**config.mk**
```make
export PLATFORM = sky130hd
export DESIGN_NAME = dac_daisy_spi_ctrl
export DESIGN_NICKNAME = d
export VERILOG_FILES = /design/src/rtl/dac_spi_pkg.sv /design/src/rtl/sync_fifo.sv /design/src/rtl/dac_daisy_spi_ctrl.sv
export SDC_FILE = /design/constraint.sdc
export NUM_CORES = 1
export LEC_CHECK = 0
export BUFFER_PORTS_ARGS = -buffer_cell sky130_fd_sc_hd__buf_4
export CAP_MARGIN = 25
export CORE_MARGIN = 2
export CORE_UTILIZATION = 39
export DETAILED_ROUTE_END_ITERATION = 7
export SKIP_LAST_GASP = 1
export SLEW_MARGIN = 20
export SYNTH_ARGS = -nofsm -noshare
export SYNTH_HDL_FRONTEND = slang
export SYNTH_SLANG_ARGS = --single-unit
```
**constraint.sdc**
```tcl
create_clock -name clk -period 3.7 [get_ports clk]
set_input_delay 0.555 -clock clk [delete_from_list [all_inputs] [get_ports clk]]
set_output_delay 0.555 -clock clk [all_outputs]
set_load 0.01 [all_outputs]
```
**src/rtl/dac_spi_pkg.sv**
```systemverilog
// Shared types and elaboration-time helpers for the daisy-chained DAC SPI controller.
package dac_spi_pkg;

  typedef enum logic [2:0] {
    StIdle,
    StLoad,
    StShift,
    StCsHold,
    StLdacWait,
    StLdac
  } state_e;

  localparam int unsigned MinNDev   = 1;
  localparam int unsigned MinClkDiv = 1;

  // Width of a counter that must represent 0..depth inclusive.
  function automatic int unsigned cnt_width(input int unsigned depth);
    return $clog2(depth + 1);
  endfunction

  function automatic bit is_pow2(input int unsigned v);
    return (v != 0) && ((v & (v - 1)) == 0);
  endfunction

endpackage

```
**src/rtl/sync_fifo.sv**
```systemverilog
// Single-clock first-word-fall-through FIFO with registered status flags and a
// one-cycle pulse on every dropped write.
module sync_fifo
  import dac_spi_pkg::*;
#(
  parameter int unsigned WIDTH = 32,
  parameter int unsigned DEPTH = 16
) (
  input  logic                        clk,
  input  logic                        rst,
  input  logic                        wr_en,
  input  logic [WIDTH-1:0]            wr_data,
  input  logic                        rd_en,
  output logic [WIDTH-1:0]            rd_data,
  output logic                        full,
  output logic                        empty,
  output logic [cnt_width(DEPTH)-1:0] count,
  output logic                        overflow
);

  localparam int unsigned AddrW = (DEPTH > 1) ? $clog2(DEPTH) : 1;
  localparam int unsigned CntW  = cnt_width(DEPTH);

  logic [WIDTH-1:0] mem_q [DEPTH];
  logic [AddrW-1:0] wr_ptr_q, rd_ptr_q;
  logic [CntW-1:0]  count_q, count_d;
  logic             full_q, empty_q, overflow_q;
  logic             push, pop;

  function automatic logic [AddrW-1:0] ptr_inc(input logic [AddrW-1:0] p);
    return (p == AddrW'(DEPTH - 1)) ? '0 : p + AddrW'(1);
  endfunction

  assign push = wr_en && !full_q;
  assign pop  = rd_en && !empty_q;

  always_comb begin
    count_d = count_q;
    case ({push, pop})
      2'b10:   count_d = count_q + CntW'(1);
      2'b01:   count_d = count_q - CntW'(1);
      default: count_d = count_q;
    endcase
  end

  always_ff @(posedge clk or posedge rst) begin
    if (rst) begin
      wr_ptr_q   <= '0;
      rd_ptr_q   <= '0;
      count_q    <= '0;
      full_q     <= 1'b0;
      empty_q    <= 1'b1;
      overflow_q <= 1'b0;
    end else begin
      if (push) wr_ptr_q <= ptr_inc(wr_ptr_q);
      if (pop)  rd_ptr_q <= ptr_inc(rd_ptr_q);
      count_q    <= count_d;
      full_q     <= (count_d == CntW'(DEPTH));
      empty_q    <= (count_d == '0);
      overflow_q <= wr_en && full_q;
    end
  end

  // Storage needs no reset; the pointers define which entries are valid.
  always_ff @(posedge clk) begin
    if (push) mem_q[wr_ptr_q] <= wr_data;
  end

  assign rd_data  = mem_q[rd_ptr_q];
  assign full     = full_q;
  assign empty    = empty_q;
  assign count    = count_q;
  assign overflow = overflow_q;

endmodule

```
**src/rtl/dac_daisy_spi_ctrl.sv**
```systemverilog
// SPI master for a daisy chain of N_DEV DACs, one word per device per frame, followed by an
// LDAC strobe. Define DAC_READBACK_EN to add SDO capture (dac_sdo, rd_data, rd_valid).
module dac_daisy_spi_ctrl
  import dac_spi_pkg::*;
#(
  parameter int unsigned WORD_W     = 32,
  parameter int unsigned N_DEV      = 4,
  parameter int unsigned FIFO_DEPTH = 16,
  parameter int unsigned CLK_DIV    = 5
) (
  input  logic                             clk,
  input  logic                             rst,
  input  logic                             wr_en,
  input  logic [WORD_W-1:0]                wr_data,
  input  logic                             ldac_auto,
  input  logic                             update,
`ifdef DAC_READBACK_EN
  input  logic                             dac_sdo,
  output logic [WORD_W-1:0]                rd_data,
  output logic                             rd_valid,
`endif
  output logic                             fifo_full,
  output logic                             fifo_empty,
  output logic [cnt_width(FIFO_DEPTH)-1:0] fifo_count,
  output logic                             wr_overflow,
  output logic                             busy,
  output logic                             frame_done,
  output logic                             dac_sck,
  output logic                             dac_cs_b,
  output logic                             dac_sdi,
  output logic                             dac_ldac_b
);

  localparam int unsigned CntW = cnt_width(FIFO_DEPTH);
  localparam int unsigned DivW = $clog2(2 * CLK_DIV);
  localparam int unsigned BitW = (WORD_W > 1) ? $clog2(WORD_W) : 1;
  localparam int unsigned WcW  = $clog2(N_DEV + 1);

  if (N_DEV < MinNDev || CLK_DIV < MinClkDiv || FIFO_DEPTH < N_DEV ||
      !is_pow2(FIFO_DEPTH)) begin : gen_param_err
    $error("dac_daisy_spi_ctrl: illegal parameter combination");
  end

  state_e            state_q, state_d;
  logic [DivW-1:0]   div_q, div_d;
  logic [BitW-1:0]   bit_q, bit_d;
  logic [WcW-1:0]    word_q, word_d;
  logic [WORD_W-1:0] sreg_q, sreg_d;
  logic [WORD_W-1:0] fifo_head;
  logic              pop, done;
  logic              cs_b_q, sck_q, sdi_q, ldac_b_q, busy_q, done_q;

  sync_fifo #(
    .WIDTH (WORD_W),
    .DEPTH (FIFO_DEPTH)
  ) u_fifo (
    .clk      (clk),
    .rst      (rst),
    .wr_en    (wr_en),
    .wr_data  (wr_data),
    .rd_en    (pop),
    .rd_data  (fifo_head),
    .full     (fifo_full),
    .empty    (fifo_empty),
    .count    (fifo_count),
    .overflow (wr_overflow)
  );

  always_comb begin
    state_d = state_q;
    div_d   = div_q;
    bit_d   = bit_q;
    word_d  = word_q;
    sreg_d  = sreg_q;
    pop     = 1'b0;
    done    = 1'b0;
    case (state_q)
      StIdle: begin
        word_d = '0;
        if (fifo_count >= CntW'(N_DEV)) state_d = StLoad;
      end
      StLoad: begin
        pop     = 1'b1;
        sreg_d  = fifo_head;
        word_d  = word_q + WcW'(1);
        div_d   = '0;
        bit_d   = '0;
        state_d = StShift;
      end
      StShift: begin
        if (div_q == DivW'(2 * CLK_DIV - 1)) begin
          div_d = '0;
          if (bit_q == BitW'(WORD_W - 1)) begin
            state_d = (word_q < WcW'(N_DEV)) ? StLoad : StCsHold;
          end else begin
            bit_d  = bit_q + BitW'(1);
            sreg_d = sreg_q << 1;
          end
        end else begin
          div_d = div_q + DivW'(1);
        end
      end
      StCsHold: begin
        if (div_q == DivW'(CLK_DIV - 1)) begin
          div_d   = '0;
          state_d = ldac_auto ? StLdac : StLdacWait;
        end else begin
          div_d = div_q + DivW'(1);
        end
      end
      StLdacWait: begin
        if (update) begin
          div_d   = '0;
          state_d = StLdac;
        end
      end
      StLdac: begin
        if (div_q == DivW'(CLK_DIV - 1)) begin
          div_d   = '0;
          done    = 1'b1;
          state_d = StIdle;
        end else begin
          div_d = div_q + DivW'(1);
        end
      end
      default: state_d = StIdle;
    endcase
  end

  // Pin values are decoded from the next state so each flop mirrors the current state.
  always_ff @(posedge clk or posedge rst) begin
    if (rst) begin
      state_q  <= StIdle;
      div_q    <= '0;
      bit_q    <= '0;
      word_q   <= '0;
      sreg_q   <= '0;
      cs_b_q   <= 1'b1;
      sck_q    <= 1'b0;
      sdi_q    <= 1'b0;
      ldac_b_q <= 1'b1;
      busy_q   <= 1'b0;
      done_q   <= 1'b0;
    end else begin
      state_q  <= state_d;
      div_q    <= div_d;
      bit_q    <= bit_d;
      word_q   <= word_d;
      sreg_q   <= sreg_d;
      cs_b_q   <= !((state_d == StLoad) || (state_d == StShift) || (state_d == StCsHold));
      sck_q    <= (state_d == StShift) && (div_d >= DivW'(CLK_DIV));
      sdi_q    <= (state_d == StShift) && sreg_d[WORD_W-1];
      ldac_b_q <= (state_d != StLdac);
      busy_q   <= (state_d != StIdle);
      done_q   <= done;
    end
  end

  assign dac_cs_b   = cs_b_q;
  assign dac_sck    = sck_q;
  assign dac_sdi    = sdi_q;
  assign dac_ldac_b = ldac_b_q;
  assign busy       = busy_q;
  assign frame_done = done_q;

`ifdef DAC_READBACK_EN
  logic [WORD_W-1:0] rx_q, rx_d;
  logic              sample, word_last;

  // Sample in the first SCK-high cycle; with CLK_DIV=1 that coincides with the word end.
  always_comb begin
    sample    = (state_q == StShift) && (div_q == DivW'(CLK_DIV));
    word_last = (state_q == StShift) && (div_q == DivW'(2 * CLK_DIV - 1)) &&
                (bit_q == BitW'(WORD_W - 1));
    rx_d      = sample ? ((rx_q << 1) | WORD_W'(dac_sdo)) : rx_q;
  end

  always_ff @(posedge clk or posedge rst) begin
    if (rst) begin
      rx_q     <= '0;
      rd_data  <= '0;
      rd_valid <= 1'b0;
    end else begin
      rx_q     <= rx_d;
      rd_valid <= word_last;
      if (word_last) rd_data <= rx_d;
    end
  end
`endif

endmodule

```
# ---- Word-level counts from Yosys, hierarchy flattened
# Memory sizes are Yosys's and may differ from the RTL's.
# Cells that the tools add are included.
# W data, S select, Z words.
dict set report totals {
  mem_count 1
  ram_bits 512
  regBits 69
  word_cells 93
  inputBits 37
  out_inout_bits 14
}
dict set report op_classes {
  order_cmp 3
  add_sub_neg 7
  eq_ne 19
  mux 28
  reduce_logical 17
}
# memory depth word_bits read_ports rd_ports_with_merged_regs wr line
set memory_table {}
lappend memory_table {u_fifo.mem_q 16 32 1 0 1 sync_fifo.sv:24} ;# logic [WIDTH-1:0] mem_q [DEPTH];
# op count
set ops {}
lappend ops {{$mux W32} 2}
lappend ops {{$pmux W32 S2} 1}
lappend ops {{$mux W4} 5}
lappend ops {{$pmux W5 S2} 2}
lappend ops {{$mux W3} 6}
lappend ops {{$pmux W3 S6} 1}
lappend ops {{$pmux W4 S4} 1}
lappend ops {{$add A4 B1 Y4 const B} 3}
lappend ops {{$eq A3 B2 Y1 const B} 4}
lappend ops {{$eq A4 B4 Y1 const B} 3}
lappend ops {{$add A5 B1 Y5 const B} 2}
lappend ops {{$eq A5 B5 Y1 const B} 2}
lappend ops {{$mux W5} 2}
lappend ops {{$eq A3 B1 Y1 const B} 2}
lappend ops {{$eq A3 B3 Y1 const B} 2}
lappend ops {{$mux W1} 6}
lappend ops {{$pmux W3 S2} 1}
lappend ops {{$ge A5 B3 Y1 const B} 1}
lappend ops {{$logic_and A1 B1 Y1} 5}
lappend ops {{$logic_not A5 Y1} 1}
lappend ops {{$sub A5 B1 Y5 const B} 1}
lappend ops {{$eq A4 B3 Y1 const B} 1}
lappend ops {{$ge A4 B3 Y1 const B} 1}
lappend ops {{$ne A2 B2 Y1 const B} 2}
lappend ops {{other kinds (13)} 17}

# ---- Longest topological paths before layout
dict set report depth {
  ltp_word 9
  mapped_depth 10
  depth_no_buf 10
}

# ---- Modules after synthesis
# From an unflattened synthesis, not the netlist that was laid out.
dict set report unflattened {
  cells_unflattened 1078
  area_unflattened_um2 22705.5
}
# mod area_each_um2 cells_each n_inst seq_area_each_um2
set modules_own_cells {}
lappend modules_own_cells {sync_fifo 20273.2 829 1 15776.4}
lappend modules_own_cells {dac_daisy_spi_ctrl 2432.3 249 1 1328.8}

# ---- Worst setup path after synthesis
# Ideal clock, no wire load.
dict set report synth_path {
  path_type {register -> register}
  from {register state_q[1]}
  to {register u_fifo.full_q, in the netlist u_fifo.full}
  arrival_ps 2765
  stages_incl_launch_ff 10
  n_path_buf 2
  setup_slack_ps 840
  required_time_ps 3605
  path_cell_list {dfrtp_1 > buf_2 > or3b_1 > clkbuf_1 > nor2_1 > ha_1 > a21oi_1 > xor3_1 > o41a_1 > nor4b_2}
}
dict set report synth_via {
  elab_chain_cells 6
  elab_cells_between_ends 7
  cone_classes {eq/ne: 4; mux: 2; reduce/logical: 1}
}
# element line
set synth_lines {}
lappend synth_lines {{from (decl)} dac_daisy_spi_ctrl.sv:44} ;# state_e state_q, state_d;
lappend synth_lines {{from (signal assigned)} dac_daisy_spi_ctrl.sv:133} ;# state_q <= StIdle;
lappend synth_lines {{from (signal assigned)} dac_daisy_spi_ctrl.sv:145} ;# state_q <= state_d;
lappend synth_lines {{$eq A3 B1 Y1 (*)} dac_daisy_spi_ctrl.sv:77} ;# case (state_q)
lappend synth_lines {{$mux W1 (*)} dac_daisy_spi_ctrl.sv:77}
lappend synth_lines {{$logic_and A1 B1 Y1 (*)} sync_fifo.sv:35} ;# assign pop = rd_en && !empty_q;
lappend synth_lines {{$eq A2 B1 Y1 / $eq A2 B2 Y1 (equally long branches)} sync_fifo.sv:39} ;# case ({push, pop})
lappend synth_lines {{$pmux W5 S2 (*)} sync_fifo.sv:39}
lappend synth_lines {{$eq A5 B5 Y1 (*)} sync_fifo.sv:58} ;# full_q <= (count_d == CntW'(DEPTH));
lappend synth_lines {{to (signal assigned)} sync_fifo.sv:58}
lappend synth_lines {{to (decl)} sync_fifo.sv:27} ;# logic full_q, empty_q, overflow_q;
# Mark *: on every way between the ends. The rest lies on a longest branch, timed or not.
# A chain may end at the register's enable or synchronous reset.

# ---- Worst setup path after layout
dict set report layout_path {
  from {register state_q[1]}
  to {register u_fifo.empty_q, in the netlist u_fifo.empty}
}
dict set report layout_via {
  elab_chain_cells 6
  elab_cells_between_ends 7
  cone_classes {eq/ne: 3; mux: 2; reduce/logical: 2}
}
# element line
set layout_lines {}
lappend layout_lines {{$eq A3 B1 Y1 (*)} dac_daisy_spi_ctrl.sv:77}
lappend layout_lines {{$mux W1 (*)} dac_daisy_spi_ctrl.sv:77}
lappend layout_lines {{$logic_and A1 B1 Y1 (*)} sync_fifo.sv:35}
lappend layout_lines {{$eq A2 B1 Y1 / $eq A2 B2 Y1 (equally long branches)} sync_fifo.sv:39}
lappend layout_lines {{$pmux W5 S2 (*)} sync_fifo.sv:39}
lappend layout_lines {{$logic_not A5 Y1 (*)} sync_fifo.sv:59} ;# empty_q <= (count_d == '0);
lappend layout_lines {{to (signal assigned)} sync_fifo.sv:59}
lappend layout_lines {{to (decl)} sync_fifo.sv:27}
# Marked as above.

==> impl_metrics.toml <==
[power_and_ir_drop]
p_total_w = 0.0195
p_seq_frac = 0.436
p_sw_frac = 0.284
leakagePower_nw = 8.83
netSwitchingPower_w = 0.00554
power.density_nw_per_um2 = 734
internal-power_w = 0.0140
pwr-share-comb = 0.257
vdd_drop_max_mv = 0.403
power.share.clock = 0.306

[yosys]
synthArstFlopShare = 0.119
synth-warning-count = 0
ys_ff_latch = 581
syn_nets = 1215
yosysTopAreaCell = "edfxtp_1"
synth_flop_cell = "edfxtp_1"
ys_seq_area_frac = 0.742
synth_edf_count = 512
synth_area_leaders = "edfxtp_1, mux4_2, dfrtp_1"
syn_area_per_cell_sq_um = 19.8
netlist_instances = 1165
ys_types = 61
synth_top_area_frac = 0.667
syn_area_sq_um = 23000

[setup_path]
slowest_delay_ps = 590
reg2reg_depth = 8
critPathKind = "reg -> reg"
critPathRequiredTime_ps = 4220
endpoint_kind = "flip-flop"
start_kind = "flip-flop"
reg2reg_to = "u_fifo.empty"
cpMaxStageDelayCell = "dfrtp_1"
r2r_slack_ps = 840
crit_arrival_ps = 3380
r2r-start = "state_q[1]"
path_max_fanout = 17
path_cells = "nor3b_4 > nand3_2 > xnor2_1 > ha_1 > a21oi_1 > xor3_1 > o41a_1 > nor4_1"

[die]
die-area_sq_um = 61100
fp.dieW_um = 247
die_y_um = 247
rows = 89
start_util = 0.393
core_area_sq_um = 58700
ios = 51

[place]
dp_hpwl_mm = 26.9
portBuffers = 50
gp_congestion = 0.778

[grt]
grt_usage = 0.167
grt_pass1_vias = 11800
antenna_found_initial = 0
grt_pass1_wl_mm = 75.2
gr-total-overflow = 0
grt_max_degree = 72

[detailed_routing]
vias = 11400
dr.pass1.iters = 5
via_per_inst = 5.52
drcViolationCount = 0
avgRoutedWirePerCell_um = 24.0
antenna_left = 0
totalWireLength_mm = 49.6
drt-initial-drc-count = 919

[cts]
clockBufferDepth = 3
cts_tree = "done"
cts_root_buf = "clkbuf_16"
clkLatencyLatePin_ps = 610
cts.sinks = 581
ctsHoldBuffers = 1
clk_pin_slew_ps = 60
postCtsResizedCells = 0
h-tree-depth = 2
cts-buffers-inserted = 59
postCtsSetupBuffers = 0

[timing]
period_share = 0.773
fin_hold_ws_ps = 178
clock.fmax_mhz = 349
period_minus_slack_ps = 2860
tightest_slew_ps = 893
fin_tns_setup_ps = 0
skew_ps = 18.0
rsz0062_at_grt = "false"
hold_viol_final = 0
final-setup-viol-count = 0
drv_slew = 0
maxSlewHeadroom = 0.405

[outcome]
status = "complete, no violations"

[final_layout]
drive_above_1_share = 0.266
utilization = 0.453
nNetsFinal = 1295
area_growth_pct = 15.3
antenna_cells = 0
n_fill_cell = 4904

[job]
drv_cap = 0

[worst_hold_path]
hold_depth = 2
hold_path.startpoint = "wr_en"
hold_class = "in -> reg"
min_to = "u_fifo.overflow"
## cell type report
cell class	instances	area, sq um	area share
tap	773	967	0.0364
sequential	581	17100	0.644
timing repair buffer	91	923	0.0347
clock buffer	72	1590	0.0597
clock inverter	38	364	0.0137
multi-input combinational	498	5570	0.210
inverter	14	53.8	0.00202
## through the flow
| stage | instance area, sq um | setup slack (ps) | cells |
|---|---|---|---|
| after global placement | 24600 | 663 | 1956 |
| after floorplan | 23000 | 840 | 1165 |
| final | 26600 | 838 | 2067 |
| after detailed placement | 24600 | 577 | 1956 |
| after global routing | 26600 | 608 | 2067 |
| after CTS | 26600 | 811 | 2067 |
## synthesized netlist by cell type (3+ instances only)
| cell type | n |
|---|---|
| nor3b_1 | 4 |
| a221o_1 | 30 |
| a211oi_1 | 32 |
| mux4_2 | 128 |
| dfstp_2 | 3 |
| inv_1 | 14 |
| nor2_1 | 12 |
| clkbuf_1 | 43 |
| ha_1 | 13 |
| and2_1 | 19 |
| dfrtp_1 | 66 |
| nand3b_1 | 3 |
| buf_2 | 15 |
| nand2_1 | 25 |
| a21oi_1 | 36 |
| nand4_1 | 3 |
| buf_6 | 6 |
| edfxtp_1 | 512 |
| nor2b_1 | 32 |
| nor4_1 | 4 |
| xor2_1 | 3 |
| o21ai_0 | 14 |
| nor3_1 | 9 |
| xnor2_1 | 6 |
| buf_4 | 3 |
| a31oi_1 | 4 |
| o211ai_1 | 3 |
| o21ai_1 | 4 |
| mux2_2 | 4 |
| buf_1 | 5 |
| and3_1 | 34 |
| mux2i_1 | 33 |
| nand3_1 | 11 |
## registers in the layout (all words and copies together), names as in the netlist
signal	count
dac_ldac_b	1
u_fifo.empty	1
u_fifo.count	5
state_q	3
div_q	4
bit_q	5
dac_sck	1
u_fifo.mem_q	512
u_fifo.rd_ptr_q	4
u_fifo.wr_ptr_q	4
sreg_q	32
dac_sdi	1
dac_cs_b	1
word_q	3
busy	1
frame_done	1
u_fifo.overflow	1
u_fifo.full	1
## placed cells by master, fill, tap and decap left out, drive strengths merged, types with 30 or more instances in the layout
master / n
a211oi: 32
a21oi: 36
a221o: 30
and3: 34
buf: 90
clkbuf: 72
dfrtp: 66
edfxtp: 512
mux2i: 33
mux4: 128
nor2b: 32
## power groups by stage
stage               combinational [W]  clock, W  sequential, W
floorplan                     0.00389         0        0.00833
global placement              0.00504         0        0.00862
detailed placement            0.00511         0        0.00864
CTS                           0.00513   0.00610        0.00852
global route                  0.00550   0.00636        0.00860
finish                        0.00502   0.00598        0.00852
## critical path: cells and delay by family, from the launching register on
family	cells	cell delay (ps)
DFF	1	590
and+or+nand+nor	3	760
adders and majority gates	1	220
AOI/OAI and AO/OA	2	640
xor gates and xnor gates	2	550
## cells by family after synthesis
group	count (synthesis)	share of synthesized area
adder cells (fa/ha/maj)	13	0.00706
XOR/XNOR	11	0.00516
buffers and inverters	86	0.0173
AO/OA/AOI/OAI	141	0.0440
multiplexers	165	0.141
AND/OR/NAND/NOR	168	0.0430
flip-flops	581	0.742
## layer usage
layer | up-vias | track usage | wire length (um)
met2 | 320 | 0.270 | 23900
li1 | 4961 | - | -
met3 | 66 | 0.0271 | 2540
met5 | - | 0 | 0
met1 | 6060 | 0.233 | 22200
met4 | 0 | 0.0480 | 925
## how the worst max path moves through the flow
| stage | from | end | slack [ps] |
|---|---|---|---|
| 2_1_floorplan | state_q[1] | u_fifo.full | 840 |
| 3_3_place_gp | wr_en | u_fifo.empty | 660 |
| 3_5_place_dp | wr_en | u_fifo.empty | 580 |
| 4_1_cts | state_q[1] | u_fifo.empty | 810 |
| 5_1_grt | state_q[1] | u_fifo.empty | 610 |
| 6_report | state_q[1] | u_fifo.empty | 840 |
Note: power is estimated with default switching activity, not from simulation.
